## config.mk

```make
export PLATFORM = sky130hd
export DESIGN_NAME = jtag_tap_controller
export DESIGN_NICKNAME = d
export VERILOG_FILES = /design/src/rtl/jtag_pkg.sv /design/src/rtl/jtag_tap_fsm.sv /design/src/rtl/jtag_tap_controller.sv
export SDC_FILE = /design/constraint.sdc
export NUM_CORES = 1
export LEC_CHECK = 0
export ABC_AREA = 1
export CORE_MARGIN = 4
export CORE_UTILIZATION = 50
export CTS_CLUSTER_DIAMETER = 60
export DETAILED_ROUTE_END_ITERATION = 12
export PLACE_DENSITY = 0.7
export SLEW_MARGIN = 30
export SYNTH_ARGS = -nofsm -noshare
export SYNTH_HDL_FRONTEND = slang
export SYNTH_SLANG_ARGS = --single-unit
```

## constraint.sdc

```tcl
create_clock -name internal_clk -period 1.8 [get_ports internal_clk]
set_clock_uncertainty 0.05 [all_clocks]
set_input_delay 0.54 -clock internal_clk [delete_from_list [all_inputs] [get_ports internal_clk]]
set_output_delay 0.54 -clock internal_clk [all_outputs]
set_load 0.02 [all_outputs]
```

## src/rtl/jtag_pkg.sv

```systemverilog
`default_nettype none
// ============================================================================
//  Module      : jtag_pkg
//  Description : Shared types for the JTAG TAP controller: TAP state
//                encoding, opcode values, DR selector and state decodes.
//  Revision    : 1.0 - initial release
// ============================================================================
package jtag_pkg;

  // Standard 1149.1 state encoding
  typedef enum logic [3:0] {
    EXIT2_DR         = 4'h0,
    EXIT1_DR         = 4'h1,
    SHIFT_DR         = 4'h2,
    PAUSE_DR         = 4'h3,
    SELECT_IR_SCAN   = 4'h4,
    UPDATE_DR        = 4'h5,
    CAPTURE_DR       = 4'h6,
    SELECT_DR_SCAN   = 4'h7,
    EXIT2_IR         = 4'h8,
    EXIT1_IR         = 4'h9,
    SHIFT_IR         = 4'hA,
    PAUSE_IR         = 4'hB,
    RUN_TEST_IDLE    = 4'hC,
    UPDATE_IR        = 4'hD,
    CAPTURE_IR       = 4'hE,
    TEST_LOGIC_RESET = 4'hF
  } tap_state_e;

  // Opcodes that are not all-0 (EXTEST) or all-1 (BYPASS); widened to IR_WIDTH at use
  localparam int OPC_IDCODE         = 1;
  localparam int OPC_SAMPLE_PRELOAD = 2;
  // Value loaded into the IR shift stage on CAPTURE_IR (ends in 2'b01)
  localparam int IR_CAPTURE_VAL     = 1;

  typedef enum logic [1:0] {
    DR_BSR    = 2'd0,
    DR_IDCODE = 2'd1,
    DR_BYPASS = 2'd2
  } dr_sel_e;

  // One-hot decodes of the states the datapath acts on
  typedef struct packed {
    logic tlr;
    logic capture_dr;
    logic shift_dr;
    logic update_dr;
    logic capture_ir;
    logic shift_ir;
    logic update_ir;
  } tap_dec_t;

endpackage
`default_nettype wire

```

## src/rtl/jtag_tap_fsm.sv

```systemverilog
`default_nettype none
// ============================================================================
//  Module      : jtag_tap_fsm
//  Description : 16-state TAP state machine advanced by the TCK-edge strobe,
//                with one-hot decodes of the states used by the datapath.
//  Revision    : 1.0 - initial release
// ============================================================================
module jtag_tap_fsm
  import jtag_pkg::*;
(
  input  logic     clk,
  input  logic     rst_n,
  input  logic     tck_enable,
  input  logic     tms,
  output tap_dec_t dec
);

  tap_state_e state;
  tap_state_e state_nxt;

  // State register: moves only on a TCK strobe
  always_ff @(posedge clk or negedge rst_n) begin
    if (!rst_n) begin
      state <= TEST_LOGIC_RESET;
    end else if (tck_enable) begin
      state <= state_nxt;
    end
  end

  // TMS transition graph and state decodes
  always_comb begin
    state_nxt = state;
    dec       = '0;
    unique case (state)
      TEST_LOGIC_RESET: state_nxt = tms ? TEST_LOGIC_RESET : RUN_TEST_IDLE;
      RUN_TEST_IDLE:    state_nxt = tms ? SELECT_DR_SCAN   : RUN_TEST_IDLE;
      SELECT_DR_SCAN:   state_nxt = tms ? SELECT_IR_SCAN   : CAPTURE_DR;
      CAPTURE_DR:       state_nxt = tms ? EXIT1_DR         : SHIFT_DR;
      SHIFT_DR:         state_nxt = tms ? EXIT1_DR         : SHIFT_DR;
      EXIT1_DR:         state_nxt = tms ? UPDATE_DR        : PAUSE_DR;
      PAUSE_DR:         state_nxt = tms ? EXIT2_DR         : PAUSE_DR;
      EXIT2_DR:         state_nxt = tms ? UPDATE_DR        : SHIFT_DR;
      UPDATE_DR:        state_nxt = tms ? SELECT_DR_SCAN   : RUN_TEST_IDLE;
      SELECT_IR_SCAN:   state_nxt = tms ? TEST_LOGIC_RESET : CAPTURE_IR;
      CAPTURE_IR:       state_nxt = tms ? EXIT1_IR         : SHIFT_IR;
      SHIFT_IR:         state_nxt = tms ? EXIT1_IR         : SHIFT_IR;
      EXIT1_IR:         state_nxt = tms ? UPDATE_IR        : PAUSE_IR;
      PAUSE_IR:         state_nxt = tms ? EXIT2_IR         : PAUSE_IR;
      EXIT2_IR:         state_nxt = tms ? UPDATE_IR        : SHIFT_IR;
      UPDATE_IR:        state_nxt = tms ? SELECT_DR_SCAN   : RUN_TEST_IDLE;
      default:          state_nxt = TEST_LOGIC_RESET;
    endcase
    dec.tlr        = (state == TEST_LOGIC_RESET);
    dec.capture_dr = (state == CAPTURE_DR);
    dec.shift_dr   = (state == SHIFT_DR);
    dec.update_dr  = (state == UPDATE_DR);
    dec.capture_ir = (state == CAPTURE_IR);
    dec.shift_ir   = (state == SHIFT_IR);
    dec.update_ir  = (state == UPDATE_IR);
  end

endmodule
`default_nettype wire

```

## src/rtl/jtag_tap_controller.sv

```systemverilog
`default_nettype none
// ============================================================================
//  Module      : jtag_tap_controller
//  Description : 1149.1-style TAP controller on the system clock, qualified
//                by a TCK-edge strobe. Holds IR, bypass and IDCODE registers,
//                muxes TDO and decodes boundary-scan cell controls.
//  Revision    : 1.0 - initial release
// ============================================================================
module jtag_tap_controller
  import jtag_pkg::*;
#(
  parameter int          IR_WIDTH   = 4,
  parameter logic [31:0] IDCODE_VAL = 32'h1BA5_E0F3
)(
  input  logic internal_clk,
  input  logic tap_reset_n,
  input  logic tck_enable,
  input  logic tms,
  input  logic tdi,
  output logic tdo,
  output logic tdo_oe,
  output logic bsr_tck_enable,
  output logic bsr_test_logic_reset,
  output logic bsr_capture,
  output logic bsr_shift_data,
  output logic bsr_update,
  output logic bsr_mode,
  output logic bsr_scan_in,
  input  logic bsr_scan_out
);

  localparam logic [IR_WIDTH-1:0] IR_EXTEST  = '0;
  localparam logic [IR_WIDTH-1:0] IR_SAMPLE  = IR_WIDTH'(OPC_SAMPLE_PRELOAD);
  localparam logic [IR_WIDTH-1:0] IR_IDCODE  = IR_WIDTH'(OPC_IDCODE);
  localparam logic [IR_WIDTH-1:0] IR_CAPTURE = IR_WIDTH'(IR_CAPTURE_VAL);

  tap_dec_t            dec;
  dr_sel_e             dr_sel;
  logic [IR_WIDTH-1:0] ir_shift;
  logic [IR_WIDTH-1:0] ir_active;
  logic                bypass;
  logic [31:0]         id_shift;

  jtag_tap_fsm u_fsm (
    .clk        (internal_clk),
    .rst_n      (tap_reset_n),
    .tck_enable (tck_enable),
    .tms        (tms),
    .dec        (dec)
  );

  // Instruction register: capture/shift stage and the active instruction
  always_ff @(posedge internal_clk or negedge tap_reset_n) begin
    if (!tap_reset_n) begin
      ir_shift  <= '0;
      ir_active <= IR_IDCODE;
    end else if (tck_enable) begin
      if (dec.capture_ir) ir_shift <= IR_CAPTURE;
      if (dec.shift_ir)   ir_shift <= {tdi, ir_shift[IR_WIDTH-1:1]};
      if (dec.update_ir)  ir_active <= ir_shift;
      if (dec.tlr)        ir_active <= IR_IDCODE;
    end
  end

  // Bypass and IDCODE data registers
  always_ff @(posedge internal_clk or negedge tap_reset_n) begin
    if (!tap_reset_n) begin
      bypass   <= 1'b0;
      id_shift <= '0;
    end else if (tck_enable) begin
      if (dec.capture_dr) begin
        bypass   <= 1'b0;
        id_shift <= IDCODE_VAL;
      end
      if (dec.shift_dr) begin
        bypass   <= tdi;
        id_shift <= {tdi, id_shift[31:1]};
      end
    end
  end

  // DR selection from the active instruction; unknown opcodes fall to bypass
  always_comb begin
    dr_sel = DR_BYPASS;
    if (ir_active == IR_EXTEST || ir_active == IR_SAMPLE) dr_sel = DR_BSR;
    else if (ir_active == IR_IDCODE)                      dr_sel = DR_IDCODE;
  end

  // TDO mux and boundary-scan control decode
  always_comb begin
    tdo = 1'b0;
    if (dec.shift_ir) begin
      tdo = ir_shift[0];
    end else if (dec.shift_dr) begin
      unique case (dr_sel)
        DR_BSR:    tdo = bsr_scan_out;
        DR_IDCODE: tdo = id_shift[0];
        default:   tdo = bypass;
      endcase
    end
    tdo_oe               = dec.shift_dr | dec.shift_ir;
    bsr_tck_enable       = tck_enable;
    bsr_test_logic_reset = dec.tlr;
    bsr_capture          = dec.capture_dr & (dr_sel == DR_BSR);
    bsr_shift_data       = dec.shift_dr   & (dr_sel == DR_BSR);
    bsr_update           = dec.update_dr  & (dr_sel == DR_BSR);
    bsr_mode             = (ir_active == IR_EXTEST);
    bsr_scan_in          = tdi;
  end

endmodule
`default_nettype wire

```

==> qor.yml, run 1 <==
multi_input_area_um2: 724
initial_core_util: 0.519
crit-reg2reg-launch: "u_fsm.state[1]$_DFFE_PN1P_"
rows: 22
worstSetupPathType: "reg2out"
slew_headroom: 0.749
critPathLaunch: "ir_active[0]$_DFFE_PN1P_"
grt_use_total: 0.174
pre_cts_ws_ps: -605
port_buffers: 14
ant_nets: 0
status: "complete, but fails checks"
min_path_type: "in2async"
nNetsFinal: 279
syn2layout_area_growth_pct: 37.5
routabilityCongestion: 0.812
finalMaxSlewViolations: 0
ir_worst_vdd_v: 0.000910
die_h_um: 69.9
dp_hpwl_mm: 2.71
h-tree-depth: 2
synthCells: 222
cts-root-buf: "clkbuf_8"
p_seq_frac: 0.401
power_w: 0.00418
cts-buffers-inserted: 5
ys_seq_elements: 44
max_freq_ghz: 0.498
r2r-end: "id_shift[17]$_DFFE_PN0P_"
violations: "setup timing"
combPwrFrac: 0.412
critPathMaxFanout: 3
dieArea_um2: 4880
path_clk_slew_ps: 80
drt-initial-drc-count: 71
leakage_nw: 1.24
power_density_nw_per_um2: 1590
cts_sinks: 44
firstDrtPassIters: 5
fin_util: 0.713
fin_crit_ps: 2010
worst_slew_pin_slew_ps: 376
via_per_inst: 5.07
core_area_um2: 3690
ios: 15
diodes: 0
avgSynthCellArea_um2: 8.62
p_clk_frac: 0.187
r2r_setup_slack_ps: 130
setup-violations-final: 7
hold_viol: 0
final.setup.tns_ps: -982
p_int_w: 0.00269
cts_buffer_depth: 2
netlist_area_um2: 1910
vias: 1631
final_cell_mix: "dfrtp_1, nor2_1, buf_4, o21ai_0, inv_1"
drcViolationCount: 0
grt_pass1_vias: 1510
path_cells: "inv_2 > o21ai_1 > nand2_1 > nand3_1 > nand2_1 > nand2_1 > buf_6"
die_w_um: 69.9
final-seq-area_um2: 1110
synth_cell_type_count: 22
start_kind: "register"
synth-seq-area-share: 0.579
clk_latency_ps: 290
rsz0062_at_grt: "true"
yosys_warnings: 0
power_switching_w: 0.00150
drive_gt1_frac: 0.321
end_kind: "output pin"
setup_slack_ps: -207
cp.arrival_ps: 1420
timing.final.crit_share: 1.11
drv_cap: 0
gr-total-overflow: 0
required_ps: 1210
final.fill_count: 286
slowest_stage: "dfstp_2"
sw_frac_of_total: 0.358
layout_commonest_cell: "dfrtp_1"
grt_pass1_wl_mm: 6.96
crit_top_cell: "nand2_1"
r2r_cells: 6
grt_antenna_before_repair: 0
grt_max_degree: 30
cts_tree: "built"
syn_nets: 228
wl_mm: 4.09
timing.critical_path.slowest_cell_delay_ps: 580
wl_per_cell_um: 12.7
[registers in the layout, indices dropped and copies added (netlist names)]
register,flops
id_shift,31
u_fsm.state,4
ir_shift,4
bypass,1
ir_active,4
[synth_stat cells]
master / instances / share of area
a21oi_1: 3 / 0.0078
a22oi_1: 1 / 0.0039
a31oi_1: 1 / 0.0033
buf_2: 7 / 0.018
buf_4: 2 / 0.0078
dfrtp_1: 39 / 0.51
dfstp_2: 5 / 0.069
inv_1: 32 / 0.063
inv_2: 2 / 0.0039
nand2_1: 27 / 0.053
nand2_2: 2 / 0.0065
nand3_1: 11 / 0.029
nand4_1: 1 / 0.0033
nor2_1: 43 / 0.084
nor3_1: 2 / 0.0052
nor3_2: 1 / 0.0052
nor3_4: 1 / 0.0085
nor4_1: 2 / 0.0065
o2111ai_1: 1 / 0.0046
o21ai_0: 29 / 0.076
o21ai_1: 2 / 0.0052
o22ai_1: 8 / 0.026
[critical path, delay by kind of cell, from the launching register on]
kind / cells / cell delay, ps
DFF: 1 / 580
AOI/OAI and AO/OA: 1 / 130
and+or+nand+nor: 4 / 260
buffers and inverters: 2 / 160
[stage by stage]
stage | hold slack (ps) | std cells | cell area [µm²]
floorplan | 194 | 222 | 1960
global placement | 410 | 304 | 2340
detailed placement | 427 | 304 | 2340
CTS | 103 | 315 | 2500
global route | 116 | 322 | 2630
finish | 102 | 322 | 2630
[cell families after synthesis]
logic type	count (synthesis)	synth area share
buf+inv	43	0.0929
flops	44	0.579
compound gates	45	0.127
simple gates	90	0.201
[worst max path at each step]
| stage | endpoint | slack [ps] | cells after the start |
|---|---|---|---|
| 6_report | tdo | -210 | 7 |
| 5_1_grt | tdo | -270 | 5 |
| 4_1_cts | tdo | -200 | 7 |
| 3_5_place_dp | tdo | -610 | 6 |
| 3_3_place_gp | tdo | -590 | 6 |
| 2_1_floorplan | bsr_test_logic_reset | -9 | 3 |
[power groups by stage]
| stage | Sequential (W) | Combinational [W] | Clock [W] |
|---|---|---|---|
| final | 0.00168 | 0.00172 | 0.000783 |
| after CTS | 0.00166 | 0.00154 | 0.000801 |
| after global routing | 0.00174 | 0.00192 | 0.000842 |
| after global placement | 0.00165 | 0.00140 | 0 |
| after detailed placement | 0.00166 | 0.00143 | 0 |
| after floorplan | 0.00159 | 0.000897 | 0 |
[layer usage]
metal / share of wire / GRT usage
met1: 0.48 / 0.249
met2: 0.48 / 0.275
met3: 0.033 / 0.0388
met4: 0.0056 / 0.0319
met5: 0 / 0
[final cells by class]
| cell class | count | share of cell area |
|---|---|---|
| Inverter | 34 | 0.0514 |
| Clock inverter | 2 | 0.0147 |
| Clock buffer | 6 | 0.0314 |
| Tap cell | 48 | 0.0228 |
| Timing Repair Buffer | 53 | 0.184 |
| Sequential cell | 44 | 0.421 |
| Multi-Input combinational cell | 135 | 0.275 |
[repair_timing]
item	CTS	global route
resized for setup	60	22
setup endpoints to repair	15	24
gates cloned	0	1
hold buffers	0	0
hold endpoints to repair	0	0
pin swaps	6	8
setup buffers	3	6
No activity file was read; power rests on OpenSTA's default activity.
==> run 2, diff against run 1 <==
==> constraint.sdc (replaced) <==
create_clock -name internal_clk -period 2.5 [get_ports internal_clk]
set_clock_uncertainty 0.05 [all_clocks]
set_input_delay 0.75 -clock internal_clk [delete_from_list [all_inputs] [get_ports internal_clk]]
set_output_delay 0.75 -clock internal_clk [all_outputs]
set_load 0.02 [all_outputs]
==> qor.yml, run 2 (synthesis gave the netlist of run 1 again) <==
via_per_inst: 5.04  # -0.48%
slew_headroom: 0.710  # -0.0391
drv_cap: 0  # unchanged
grt_pass1_vias: 1431  # -5.2%
nNetsFinal: 252  # -9.7%
finalMaxSlewViolations: 0  # unchanged
max_freq_ghz: 0.418
h-tree-depth: 2  # unchanged
die_w_um: 69.9  # unchanged
ir_worst_vdd_v: 0.000540  # -41%
critPathMaxFanout: 1  # -2
wl_met3_um: 168  # +25%
largest_register: "id_shift"
grt_use_total: 0.160  # -0.0135
final.fill_count: 356  # +24%
multi_input_area_um2: 628  # -13%
cts_buffer_depth: 2  # unchanged
largest_reg_flops: 31  # unchanged
leakage_nw: 1.06  # -15%
rsz0062_at_grt: "false"
layout_commonest_cell: "nor2_1"
final_cell_mix: "nor2_1, dfrtp_1, inv_1, o21ai_0, nand2_1"
stdcell_count: 295  # -8.4%
top_layer_used: "met4"
hold_viol: 0  # unchanged
core_area_um2: 3690  # unchanged
power_density_nw_per_um2: 1080  # -32%
drt-initial-drc-count: 79  # +11%
hold_buffers: 0  # unchanged
port_buffers: 14  # unchanged
cts_tree: "built"
worst_slew_pin_slew_ps: 433  # +57.1 ps
path_clk_slew_ps: 80  # about the same
diodes: 0  # unchanged
start_kind: "input pin"
gr-total-overflow: 0  # unchanged
die_h_um: 69.9  # unchanged
firstDrtPassIters: 4  # -1
ant_nets: 0  # unchanged
drive_gt1_frac: 0.138  # -0.184
power_w: 0.00241  # -42%
final-seq-area_um2: 1110  # unchanged
wl_mm: 3.51  # -14%
end_kind: "output pin"
final.setup.tns_ps: 0  # +982 ps
cts-buffers-inserted: 5  # unchanged
dp_hpwl_mm: 2.49  # -8.1%
grt_max_degree: 26  # -13%
wl_per_cell_um: 11.9  # -6.2%
cp.arrival_ps: 1590  # +170 ps
dieArea_um2: 4880  # unchanged
dp.cells: 287  # -5.6%
initial_core_util: 0.519  # unchanged
cts-root-buf: "clkbuf_8"
fin_crit_ps: 2390
worstSetupPathType: "in2out"
wl_met2_mm: 1.58  # -20%
cts_sinks: 44  # unchanged
syn2layout_area_growth_pct: 16.3
vias: 1487  # -8.8%
grt_antenna_before_repair: 0  # unchanged
clk_latency_ps: 290  # about the same
drcViolationCount: 0  # unchanged
cts_setup_buffers: 0  # -3
grt_pass1_wl_mm: 6.35  # -8.7%
ios: 15  # unchanged
status: "complete, no violations"
required_ps: 1700  # +490 ps
met1_length_mm: 1.72  # -12%
setup-violations-final: 0  # -7
min_path_type: "in2async"
timing.final.crit_share: 0.956
routabilityCongestion: 0.756  # -6.9%
rows: 22  # unchanged
==> run 2: cell count changes in the layout (fill, tap and decap cells not counted), sizes merged <==
| cell | change |
|---|---|
| buf | -34 |
| dlymetal6s2s | -1 |
| bufinv | -1 |
| clkbuf | +4 |
| clkdlybuf4s50 | +1 |
| clkinv | -1 |
| dlygate4sd2 | +5 |
==> run 2: worst paths after layout <==
path | start | endpoint | slack (ps) | cells after the start
max reg2reg | u_fsm.state[1]$_DFFE_PN1P_ | id_shift[8]$_DFFE_PN0P_ | 760 | 5
max | bsr_scan_out | tdo | 110 | 6
min in group internal_clk | id_shift[22]$_DFFE_PN0P_ | id_shift[22]$_DFFE_PN0P_ | 430 | 2
min reg2reg | id_shift[22]$_DFFE_PN0P_ | id_shift[22]$_DFFE_PN0P_ | 430 | 2
min | tap_reset_n | ir_active[3]$_DFFE_PN0P_ | 220 | 1
max in group asynchronous | tap_reset_n | u_fsm.state[1]$_DFFE_PN1P_ | 1650 | 2
==> run 2: report_power, final <==
part           total (W)  switching (W)  leakage, nW  internal, W
sequential       0.00120       0.000174        0.524      0.00103
combinational   0.000766       0.000461        0.490     0.000305
clock           0.000444       0.000219       0.0455     0.000225
total            0.00241       0.000854         1.06      0.00156
==> run 2: area by class of cell <==
class | instances | area share
sequential | 44 | 0.498
multi-input combinational | 135 | 0.282
timing repair buffer | 26 | 0.0951
inverter | 34 | 0.0574
clock buffer | 8 | 0.0405
tap | 48 | 0.0270
==> run 2: per-stage QoR <==
stage / instance area [µm²] / utilization / hold WS, ps / setup WS, ps
6_report: 2220 / 0.603 / 224 / 109
2_1_floorplan: 1910 / - / 398 / 229
3_5_place_dp: 2160 / 0.586 / 421 / -343
4_1_cts: 2240 / 0.606 / 218 / 55.3
5_1_grt: 2220 / 0.603 / 219 / 21.5
3_3_place_gp: 2160 / 0.586 / 414 / -340
==> run 2: worst max-delay path, cell delays in order <==
cell and delay [ps]:
clkdlybuf4s50_1 460, nand2_1 50, nand3_1 80, nand2_1 50
nand2_1 50, buf_2 150
==> run 2: repair_timing <==
action                     CTS  global route
pin swaps                    0             0
gates resized for setup     12             8
setup endpoints to repair    9             3
==> run 2: layer usage <==
metal	GRT usage	vias up
li1	-	755
met1	0.204	700
met2	0.260	25
met3	0.0460	7
met4	0.0596	0
met5	0	-
==> run 3, diff against run 2 <==
--- a/config.mk
+++ b/config.mk
@@ -6,7 +6,7 @@
 export NUM_CORES = 1
 export LEC_CHECK = 0
 export ABC_AREA = 1
-export CORE_MARGIN = 4
+export CORE_MARGIN = 8
 export CORE_UTILIZATION = 50
 export CTS_CLUSTER_DIAMETER = 60
 export DETAILED_ROUTE_END_ITERATION = 12
==> qor.yml, run 3 (synthesis gave the netlist of run 1 again) <==
status: "complete, no violations"
sw_frac_of_total: 0.334  # -0.0202
gr-total-overflow: 0  # unchanged
drcViolationCount: 0  # unchanged
power_w: 0.00262  # +8.9%
ir_worst_vdd_v: 0.000605  # +12%
layout_commonest_cell: "nor2_1"
setup_slack_ps: 91.9  # -17.3 ps
stdcell_count: 297  # +0.68%
final_cell_mix: "nor2_1, dfrtp_1, inv_1, o21ai_0, nand2_1"
ant_nets: 0  # unchanged
power_switching_w: 0.000877  # +2.6%
ios: 15  # unchanged
path_clk_slew_ps: 80  # about the same
drive_gt1_frac: 0.145  # +0.00693
r2r_setup_slack_ps: 880  # +120 ps
timing.critical_path.slowest_cell_delay_ps: 460  # about the same
h-tree-depth: 2  # unchanged
via_per_inst: 4.98  # -1.1%
cts_buffer_depth: 2  # unchanged
path_cells: "clkdlybuf4s50_1 > nand2_1 > nand3_1 > nand2_1 > nand2_1 > buf_2"
p_seq_frac: 0.453  # -0.045
end_kind: "output pin"
grt_antenna_before_repair: 0  # unchanged
rows: 22  # unchanged
final.setup.tns_ps: 0  # unchanged
slew_headroom: 0.710  # about the same
initial_core_util: 0.523  # +0.00390
vias: 1480  # -0.47%
nNetsFinal: 254  # +0.79%
diodes: 0  # unchanged
crit_top_cell: "nand2_1"
hold_viol: 0  # unchanged
drv_cap: 0  # unchanged
grt_use_total: 0.127  # -0.0332
cts_tree: "built"
crit-reg2reg-launch: "u_fsm.state[0]$_DFFE_PN1P_"
syn2layout_area_growth_pct: 19.2
largest_register: "id_shift"
critPathBufInv: 2  # unchanged
largest_reg_flops: 31  # unchanged
die_h_um: 77.9  # +11%
grt_pass1_wl_mm: 6.37  # +0.32%
clk_latency_ps: 290  # about the same
slowest_stage: "clkdlybuf4s50_1"
required_ps: 1700  # about the same
p_clk_frac: 0.238  # +0.054
port_buffers: 14  # unchanged
final-seq-area_um2: 1110  # unchanged
pre_cts_ws_ps: -361  # -17.4 ps
combPwrFrac: 0.309  # -0.009
timing.final.crit_share: 0.963  # +0.00692
die_w_um: 77.9  # +11%
p_int_w: 0.00175  # +12%
grt_max_degree: 27  # +3.8%
drt-initial-drc-count: 74  # -6.3%
r2r-end: "id_shift[17]$_DFFE_PN0P_"
max_freq_ghz: 0.415  # -0.72%
rsz0062_at_grt: "false"
cts-buffers-inserted: 5  # unchanged
fin_crit_ps: 2410  # +17.3 ps
cts-root-buf: "clkbuf_8"
start_kind: "input pin"
cp.arrival_ps: 1610  # +20 ps
critPathMaxFanout: 1  # unchanged
r2r_cells: 6  # +1
dieArea_um2: 6060  # +24%
wl_mm: 3.63  # +3.2%
core_area_um2: 3660  # -0.75%
min_path_type: "in2async"
routabilityCongestion: 0.819  # +8.3%
leakage_nw: 1.09  # +3.3%
wl_per_cell_um: 12.2  # +2.5%
multi_input_area_um2: 631  # +0.40%
cts_sinks: 44  # unchanged
worst_slew_pin_slew_ps: 433  # -0.499 ps
dp_hpwl_mm: 2.63  # +5.4%
crit_family: "buffers and inverters"
finalMaxSlewViolations: 0  # unchanged
grt_pass1_vias: 1471  # +2.8%
dp.cells: 289  # +0.70%
hold_buffers: 0  # unchanged
final.fill_count: 314  # -12%
setup-violations-final: 0  # unchanged
power_density_nw_per_um2: 1150  # +6.2%
worstSetupPathType: "in2out"
firstDrtPassIters: 4  # unchanged
[run 3: cell count changes in the layout (fill, tap and decap cells not counted), sizes merged]
cell         delta
clkbuf          -4
buf             +2
bufinv          +2
dlygate4sd2     +2
[run 3: worst max-delay path by stage]
stage                                from                   end  cells past startpoint
6_report                     bsr_scan_out                   tdo                      6
5_1_grt        u_fsm.state[1]$_DFFE_PN1P_  bsr_test_logic_reset                      4
4_1_cts        u_fsm.state[1]$_DFFE_PN1P_        bsr_shift_data                      5
3_5_place_dp                 bsr_scan_out                   tdo                      6
3_3_place_gp                 bsr_scan_out                   tdo                      6
2_1_floorplan  u_fsm.state[2]$_DFFE_PN1P_           bsr_capture                      3
[run 3: power by group through the flow]
stage | clock network, W | logic (W) | registers (W)
final | 0.000625 | 0.000811 | 0.00119
after global routing | 0.000671 | 0.000927 | 0.00122
after CTS | 0.000639 | 0.000818 | 0.00119
after detailed placement | 0 | 0.000837 | 0.00120
after global placement | 0 | 0.000813 | 0.00119
after floorplan | 0 | 0.000589 | 0.00114
[run 3: final cells by class]
type                            count  share of cell area
Clock inverter                      2              0.0263
Multi-Input combinational cell    135               0.277
Inverter                           34              0.0560
Tap cell                           48              0.0263
Clock buffer                        6              0.0318
Timing Repair Buffer               28              0.0971
Sequential cell                    44               0.486
[run 3: worst register-to-register path, stage by stage (launching register included)]
cell and delay (ps):
dfstp_2 540, inv_2 60, nand2_2 130, nor2_1 70
buf_4 140, nand2_2 330, o21ai_0 170
[run 3: timing repair]
action / CTS / global route
endpoints found under the setup margin: 9 / 2
buffers inserted: 0 / 0
resized for setup: 12 / 4
pin swaps: 0 / 0
gates cloned: 0 / 0
[run 3: metrics by stage]
step,utilization,hold slack (ps),area (µm²)
5_1_grt,0.623,368,2280
4_1_cts,0.623,357,2280
3_3_place_gp,0.591,424,2160
6_report,0.623,355,2280
3_5_place_dp,0.591,424,2160
2_1_floorplan,-,398,1910
[run 3: per-layer routing]
layer  routed length, µm  share of wire  up-vias  GRT usage
met1                1630           0.45      694      0.141
met3                 217          0.060        4     0.0541
met5                   0              0        -          0
met4                  29         0.0080        0     0.0358
li1                    -              -      755          -
met2                1750           0.48       27      0.217
